<file path="src/rtl/sdff_bank_pkg.sv">
// Shared mode decode and limits for the mux-scan flop bank.
// Mode encodings are one-hot-ish, so an unknown SE/EN decodes to a non-matching value.
package sdff_bank_pkg;

   localparam int SEG_LEN_MAX = 256;

   typedef enum logic [1:0] {
      MODE_HOLD    = 2'b00,
      MODE_CAPTURE = 2'b01,
      MODE_SHIFT   = 2'b10
   } sdff_mode_e;

   // Shift beats capture beats hold; an X select merges the encodings into an illegal code.
   function automatic sdff_mode_e sdff_mode(input logic se, input logic en);
      return se ? MODE_SHIFT : (en ? MODE_CAPTURE : MODE_HOLD);
   endfunction

endpackage

</file>
<file path="src/rtl/sdff_scan_seg.sv">
// One L-bit mux-scan segment: shifts SI into bit 0 towards bit L-1, which drives SO.
// Any mode code other than the three legal ones loads X rather than silently holding.
module sdff_scan_seg
   import sdff_bank_pkg::*;
#(
   parameter int           L         = 8,
   parameter logic [L-1:0] RESET_VAL = '0
) (
   input  logic         CLK,
   input  logic         RN,
   input  sdff_mode_e   mode,
   input  logic [L-1:0] d,
   input  logic         si,
   output logic         so,
   output logic [L-1:0] q
);

   logic [L:0] shifted;

   // Works for L == 1 as well: the low L bits of {q, si} are the shifted segment.
   assign shifted = {q, si};

   always_ff @(posedge CLK or negedge RN) begin
      if (!RN) begin
         q <= RESET_VAL;
      end else begin
         case (mode)
            MODE_HOLD:    q <= q;
            MODE_CAPTURE: q <= d;
            MODE_SHIFT:   q <= shifted[L-1:0];
            default:      q <= 'x;
         endcase
      end
   end

   assign so = q[L-1];

endmodule

</file>
<file path="src/rtl/sdff_scan_bank.sv">
// Bank of mux-scan flops split into CHAINS segments, with shift counter and optional shadow.
// Q and SO update one edge after sampling; SO comes straight from a flop.
module sdff_scan_bank
   import sdff_bank_pkg::*;
#(
   parameter int               WIDTH     = 8,
   parameter int               CHAINS    = 1,
   parameter logic [WIDTH-1:0] RESET_VAL = '0,
   parameter bit               SHADOW    = 1
) (
   input  logic                                CLK,
   input  logic                                RN,
   input  logic                                SE,
   input  logic                                EN,
   input  logic [WIDTH-1:0]                    D,
   input  logic [CHAINS-1:0]                   SI,
   input  logic                                UPD,
   output logic [WIDTH-1:0]                    Q,
   output logic [CHAINS-1:0]                   SO,
   output logic [WIDTH-1:0]                    QS,
   output logic [$clog2(WIDTH/CHAINS+1)-1:0]   SHIFT_CNT,
   output logic                                SHIFT_DONE
);

   localparam int L  = WIDTH / CHAINS;
   localparam int CW = $clog2(L + 1);
   localparam logic [CW-1:0] L_CNT = CW'(L);

   if ((WIDTH % CHAINS) != 0 || L > SEG_LEN_MAX) begin : g_bad_params
      $error("sdff_scan_bank: WIDTH must split evenly into CHAINS segments of at most SEG_LEN_MAX bits");
   end

   sdff_mode_e    mode;
   logic [CW-1:0] cnt_next;

   assign mode = sdff_mode(SE, EN);

   for (genvar c = 0; c < CHAINS; c++) begin : g_seg
      sdff_scan_seg #(
         .L         (L),
         .RESET_VAL (RESET_VAL[c*L +: L])
      ) u_seg (
         .CLK  (CLK),
         .RN   (RN),
         .mode (mode),
         .d    (D[c*L +: L]),
         .si   (SI[c]),
         .so   (SO[c]),
         .q    (Q[c*L +: L])
      );
   end

   always_comb begin
      cnt_next = '0;
      if (SE) begin
         cnt_next = (SHIFT_CNT == L_CNT) ? L_CNT : SHIFT_CNT + CW'(1);
      end
   end

   // DONE is registered from the next count so it lines up with SHIFT_CNT reaching L.
   always_ff @(posedge CLK or negedge RN) begin
      if (!RN) begin
         SHIFT_CNT  <= '0;
         SHIFT_DONE <= 1'b0;
      end else begin
         SHIFT_CNT  <= cnt_next;
         SHIFT_DONE <= (cnt_next == L_CNT);
      end
   end

   if (SHADOW) begin : g_shadow
      // Samples the pre-edge Q, so a capture on the same edge lands only in Q.
      always_ff @(posedge CLK or negedge RN) begin
         if (!RN) begin
            QS <= RESET_VAL;
         end else if (UPD && !SE) begin
            QS <= Q;
         end
      end
   end else begin : g_no_shadow
      assign QS = Q;
   end

endmodule

</file>
<file path="config.mk">
export PLATFORM = sky130hd
export DESIGN_NAME = sdff_scan_bank
export DESIGN_NICKNAME = d
export VERILOG_FILES = /design/src/rtl/sdff_bank_pkg.sv /design/src/rtl/sdff_scan_seg.sv /design/src/rtl/sdff_scan_bank.sv
export SDC_FILE = /design/constraint.sdc
export NUM_CORES = 1
export LEC_CHECK = 0
export BUFFER_PORTS_ARGS = -buffer_cell sky130_fd_sc_hd__buf_2
export CAP_MARGIN = 20
export CORE_MARGIN = 10
export CORE_UTILIZATION = 49
export CTS_BUF_LIST = sky130_fd_sc_hd__clkbuf_2
export CTS_CLUSTER_DIAMETER = 50
export DETAILED_ROUTE_END_ITERATION = 10
export PLACE_DENSITY = 0.83
export REMOVE_ABC_BUFFERS = 1
export SLEW_MARGIN = 20
export SYNTH_ARGS = -nofsm -noshare
export SYNTH_HDL_FRONTEND = slang
export SYNTH_SLANG_ARGS = --single-unit
</file>
<file path="constraint.sdc">
create_clock -name CLK -period 1.4 [get_ports CLK]
set_input_delay 0.21 -clock CLK [delete_from_list [all_inputs] [get_ports CLK]]
set_output_delay 0.21 -clock CLK [all_outputs]
set_load 0.1 [all_outputs]
</file>
==> metrics.txt <==
# TYPE chip_impl_metric gauge
chip_impl_info{name="cp-start-kind",value="register"} 1
chip_impl_metric{name="areaGrowthSynthToFinish",unit="%"} 28.2
chip_impl_metric{name="initial_core_util",unit=""} 0.528
chip_impl_metric{name="finish.net_count",unit=""} 128
chip_impl_metric{name="fin_ws",unit="ns"} -0.00373
chip_impl_metric{name="htree_num_levels",unit=""} 1
chip_impl_metric{name="port_buffers",unit=""} 35
chip_impl_metric{name="dp_cells",unit=""} 131
chip_impl_metric{name="globalplace.congestion",unit=""} 0.706
chip_impl_metric{name="grt_pass1_wl",unit="mm"} 3.44
chip_impl_info{name="cp_cell_sequence",value="buf_2"} 1
chip_impl_metric{name="cts_made_buffers",unit=""} 3
chip_impl_info{name="tritoncts_clock_tree",value="yes"} 1
chip_impl_metric{name="path_max_fanout",unit=""} 4
chip_impl_metric{name="grt_overflow_total",unit=""} 0
chip_impl_info{name="rsz0062_at_grt",value="yes"} 1
chip_impl_info{name="timing.critical_path.to_type",value="output pin"} 1
chip_impl_info{name="run_status",value="complete, but fails checks"} 1
chip_impl_info{name="crit_path_end",value="Q[7]"} 1
chip_impl_metric{name="slew_viol_final",unit=""} 0
chip_impl_metric{name="p_per_area",unit="mW/mm^2"} 1640
chip_impl_metric{name="max-clock-path-buffers",unit=""} 2
chip_impl_metric{name="avgViaCountPerCell",unit=""} 4.88
chip_impl_info{name="critPathTopFamily",value="buffers and inverters"} 1
chip_impl_metric{name="vdd_drop_max",unit="uV"} 1130
chip_impl_metric{name="finalHoldViolCount",unit=""} 0
chip_impl_metric{name="antenna_found_initial",unit=""} 0
chip_impl_metric{name="layout.cells.non_filler",unit=""} 136
chip_impl_metric{name="period_minus_slack",unit="ns"} 1.40
chip_impl_metric{name="cts.sinks",unit=""} 21
chip_impl_metric{name="grt_pass1_vias",unit=""} 708
chip_impl_metric{name="initial_drc_count",unit=""} 19
chip_impl_metric{name="drv.max_cap_violation_count",unit=""} 0
chip_impl_metric{name="drc",unit=""} 0
chip_impl_metric{name="rr_worst_depth",unit=""} 5
chip_impl_info{name="layout_commonest_cell",value="dfrtp_1"} 1
chip_impl_metric{name="postRouteAntennaNets",unit=""} 0
chip_impl_metric{name="timing.critical_path.buf_inv",unit=""} 1
chip_impl_metric{name="worstPathArrival",unit="ns"} 1.19
chip_impl_info{name="slowest_cell_on_the_critical_path",value="buf_2"} 1
chip_impl_metric{name="routed_wire_length_per_instance",unit="um"} 15.5
chip_impl_metric{name="die_height",unit="um"} 63.6
chip_impl_metric{name="half_perimeter_wire_length_after_placement",unit="mm"} 1.66
chip_impl_metric{name="die-area",unit="sq mm"} 0.00405
chip_impl_metric{name="ys_types",unit=""} 20
chip_impl_info{name="violations_in_the_final_reports",value="negative setup slack"} 1
chip_impl_metric{name="mappedNetlistArea",unit="sq um"} 932
chip_impl_metric{name="max_clock_freq",unit="MHz"} 712
chip_impl_metric{name="synth-warning-count",unit=""} 0
chip_impl_metric{name="gr-usage-all-layers",unit=""} 0.106
chip_impl_metric{name="fin_tns_setup",unit="ns"} -0.00373
chip_impl_metric{name="final_layout_size_suffix_gt1_frac",unit=""} 0.468
chip_impl_metric{name="post-route-period-util",unit=""} 1.00
chip_impl_metric{name="worstPathRequired",unit="ns"} 1.19
chip_impl_metric{name="core_area",unit="sq mm"} 0.00176
chip_impl_metric{name="cellLeakagePower",unit="nW"} 0.612
chip_impl_metric{name="wl",unit="mm"} 2.11
chip_impl_metric{name="worst_setup_hold_path_clk_slew",unit="ns"} 0.21
chip_impl_info{name="rr_startpoint",value="SHIFT_CNT[0]"} 1
chip_impl_info{name="worst-setup-path-type",value="register to output pin"} 1
chip_impl_info{name="ctsRootBufferMaster",value="clkbuf_2"} 1
chip_impl_info{name="reg2reg_to",value="SHIFT_DONE"} 1
chip_impl_metric{name="timing.critical_path.depth",unit=""} 1
chip_impl_metric{name="holdWs",unit="ns"} 0.106
chip_impl_metric{name="synth-seq-cells",unit=""} 21
chip_impl_metric{name="slowest_delay",unit="ns"} 0.45
chip_impl_info{name="start_point_of_the_worst_min_delay_path",value="SI"} 1
chip_impl_metric{name="i_o_pins",unit=""} 36
chip_impl_metric{name="die_x",unit="um"} 63.6
chip_impl_metric{name="vias",unit=""} 664
chip_impl_metric{name="relative_slew_slack",unit=""} 0.672
chip_impl_metric{name="rows",unit=""} 15
chip_impl_info{name="hold_class",value="input port to register"} 1
chip_impl_metric{name="timing.final.setup_violations",unit=""} 1
chip_impl_metric{name="skew",unit="ns"} 0.0176
chip_impl_metric{name="n_fill_cell",unit=""} 150
chip_impl_metric{name="worstMarginPinSlew",unit="ns"} 0.495
chip_impl_metric{name="pin_count_of_the_biggest_net_entering_global_routing",unit=""} 22
chip_impl_metric{name="n_antenna_cell",unit=""} 0
chip_impl_metric{name="postSynthCellCount",unit=""} 74
chip_impl_metric{name="worst_skew_pair.late_latency",unit="ns"} 0.32
chip_impl_metric{name="synth_seq_area_share",unit=""} 0.564
chip_impl_metric{name="drtPass1Iterations",unit=""} 4
chip_impl_info{name="timing.critical_path.from",value="g_seg[0].u_seg.q[7]"} 1
chip_impl_info{name="layout_common_cells",value="21 x dfrtp_1, 18 x buf_2, 10 x buf_4"} 1
chip_impl_metric{name="syn_area_per_cell",unit="sq um"} 12.6
chip_impl_metric{name="regToRegSetupSlack",unit="ns"} 0.16
## layer usage
| metal | GRT usage | vias to the layer above | part of all wire |
|---|---|---|---|
| met4 | 0.0410 | 0 | 0.0057 |
| met3 | 0.0565 | 2 | 0.096 |
| met1 | 0.106 | 313 | 0.40 |
| li1 | - | 326 | - |
| met5 | 0 | - | 0 |
| met2 | 0.181 | 23 | 0.50 |
## state kept, by name (all words and copies together), names as in the netlist
signal / count
SHIFT_CNT: 4
SHIFT_DONE: 1
QS: 8
g_seg.u_seg.q: 8
## worst min path at each step
| stage | slack (ns) | cells after the start | to |
|---|---|---|---|
| 3_5_place_dp | 0.19 | 1 | g_seg[0].u_seg.q[4] |
| 6_report | 0.11 | 3 | g_seg[0].u_seg.q[0] |
| 2_1_floorplan | -0.09 | 0 | QS[0] |
| 3_3_place_gp | 0.19 | 1 | QS[4] |
| 4_1_cts | 0.1 | 3 | g_seg[0].u_seg.q[0] |
| 5_1_grt | 0.1 | 3 | g_seg[0].u_seg.q[0] |
## what timing repair did
action | CTS | global route
cloned | 0 | 0
resized for setup | 11 | 8
hold buffers | 1 | 0
setup buffers | 0 | 0
endpoints found under the setup margin | 13 | 10
hold endpoints to repair | 21 | 0
## kinds of logic after synthesis
kind of cell,count (synthesis),share of synthesized area
AO/OA/AOI/OAI,10,0.0644
XOR/XNOR,1,0.00940
adder cells (fa/ha/maj),2,0.0268
buffers and inverters,8,0.0550
flip-flops,21,0.564
multiplexers,17,0.193
AND/OR/NAND/NOR,15,0.0873
## power breakdown
group	switching, W	internal [W]
Sequential	0.0000618	0.000689
Clock	0.000183	0.0000647
Combinational	0.000777	0.000186
## worst register-to-register path, delay by kind of cell (launching register included)
family,cells,cell delay [ns]
DFF,1,0.47
and+or+nand+nor,1,0.21
adders and majority gates,1,0.18
muxes,1,0.17
buffers and inverters,1,0.08
AOI/OAI and AO/OA,1,0.08
## synth_stat cells, drive strengths merged
cell type  count  area, sq um
a21oi          1         5.00
a311oi         1         15.0
and2           1         6.26
buf            4         31.3
dfrtp         21          526
ha             2         25.0
inv            4         20.0
mux2           8         90.1
mux2i          9         90.1
nand2          9         41.3
nand2b         1         6.26
nand3          1         5.00
nor2           2         7.51
nor4b          1         15.0
o21ai          8         40.0
xor2           1         8.76
## final cells by class
type	instances	area, sq um	share of cell area
Tap cell	25	31.3	0.0262
Clock inverter	1	5.00	0.00419
Multi-Input combinational cell	45	355	0.297
Inverter	4	20.0	0.0168
Clock buffer	3	15.0	0.0126
Sequential cell	21	526	0.440
Timing Repair Buffer	37	243	0.203
## per-stage QoR
step	power, W	worst slack, ns	util	instance area [sq um]
3_5_place_dp	0.00170	0.157	0.632	1110
3_3_place_gp	0.00168	0.228	0.632	1110
5_1_grt	0.00205	-0.0835	0.677	1190
2_1_floorplan	0.00151	-0.519	-	901
4_1_cts	0.00197	-0.0273	0.665	1170
6_report	0.00196	-0.00373	0.677	1190
(Power assumes the default switching activity.)
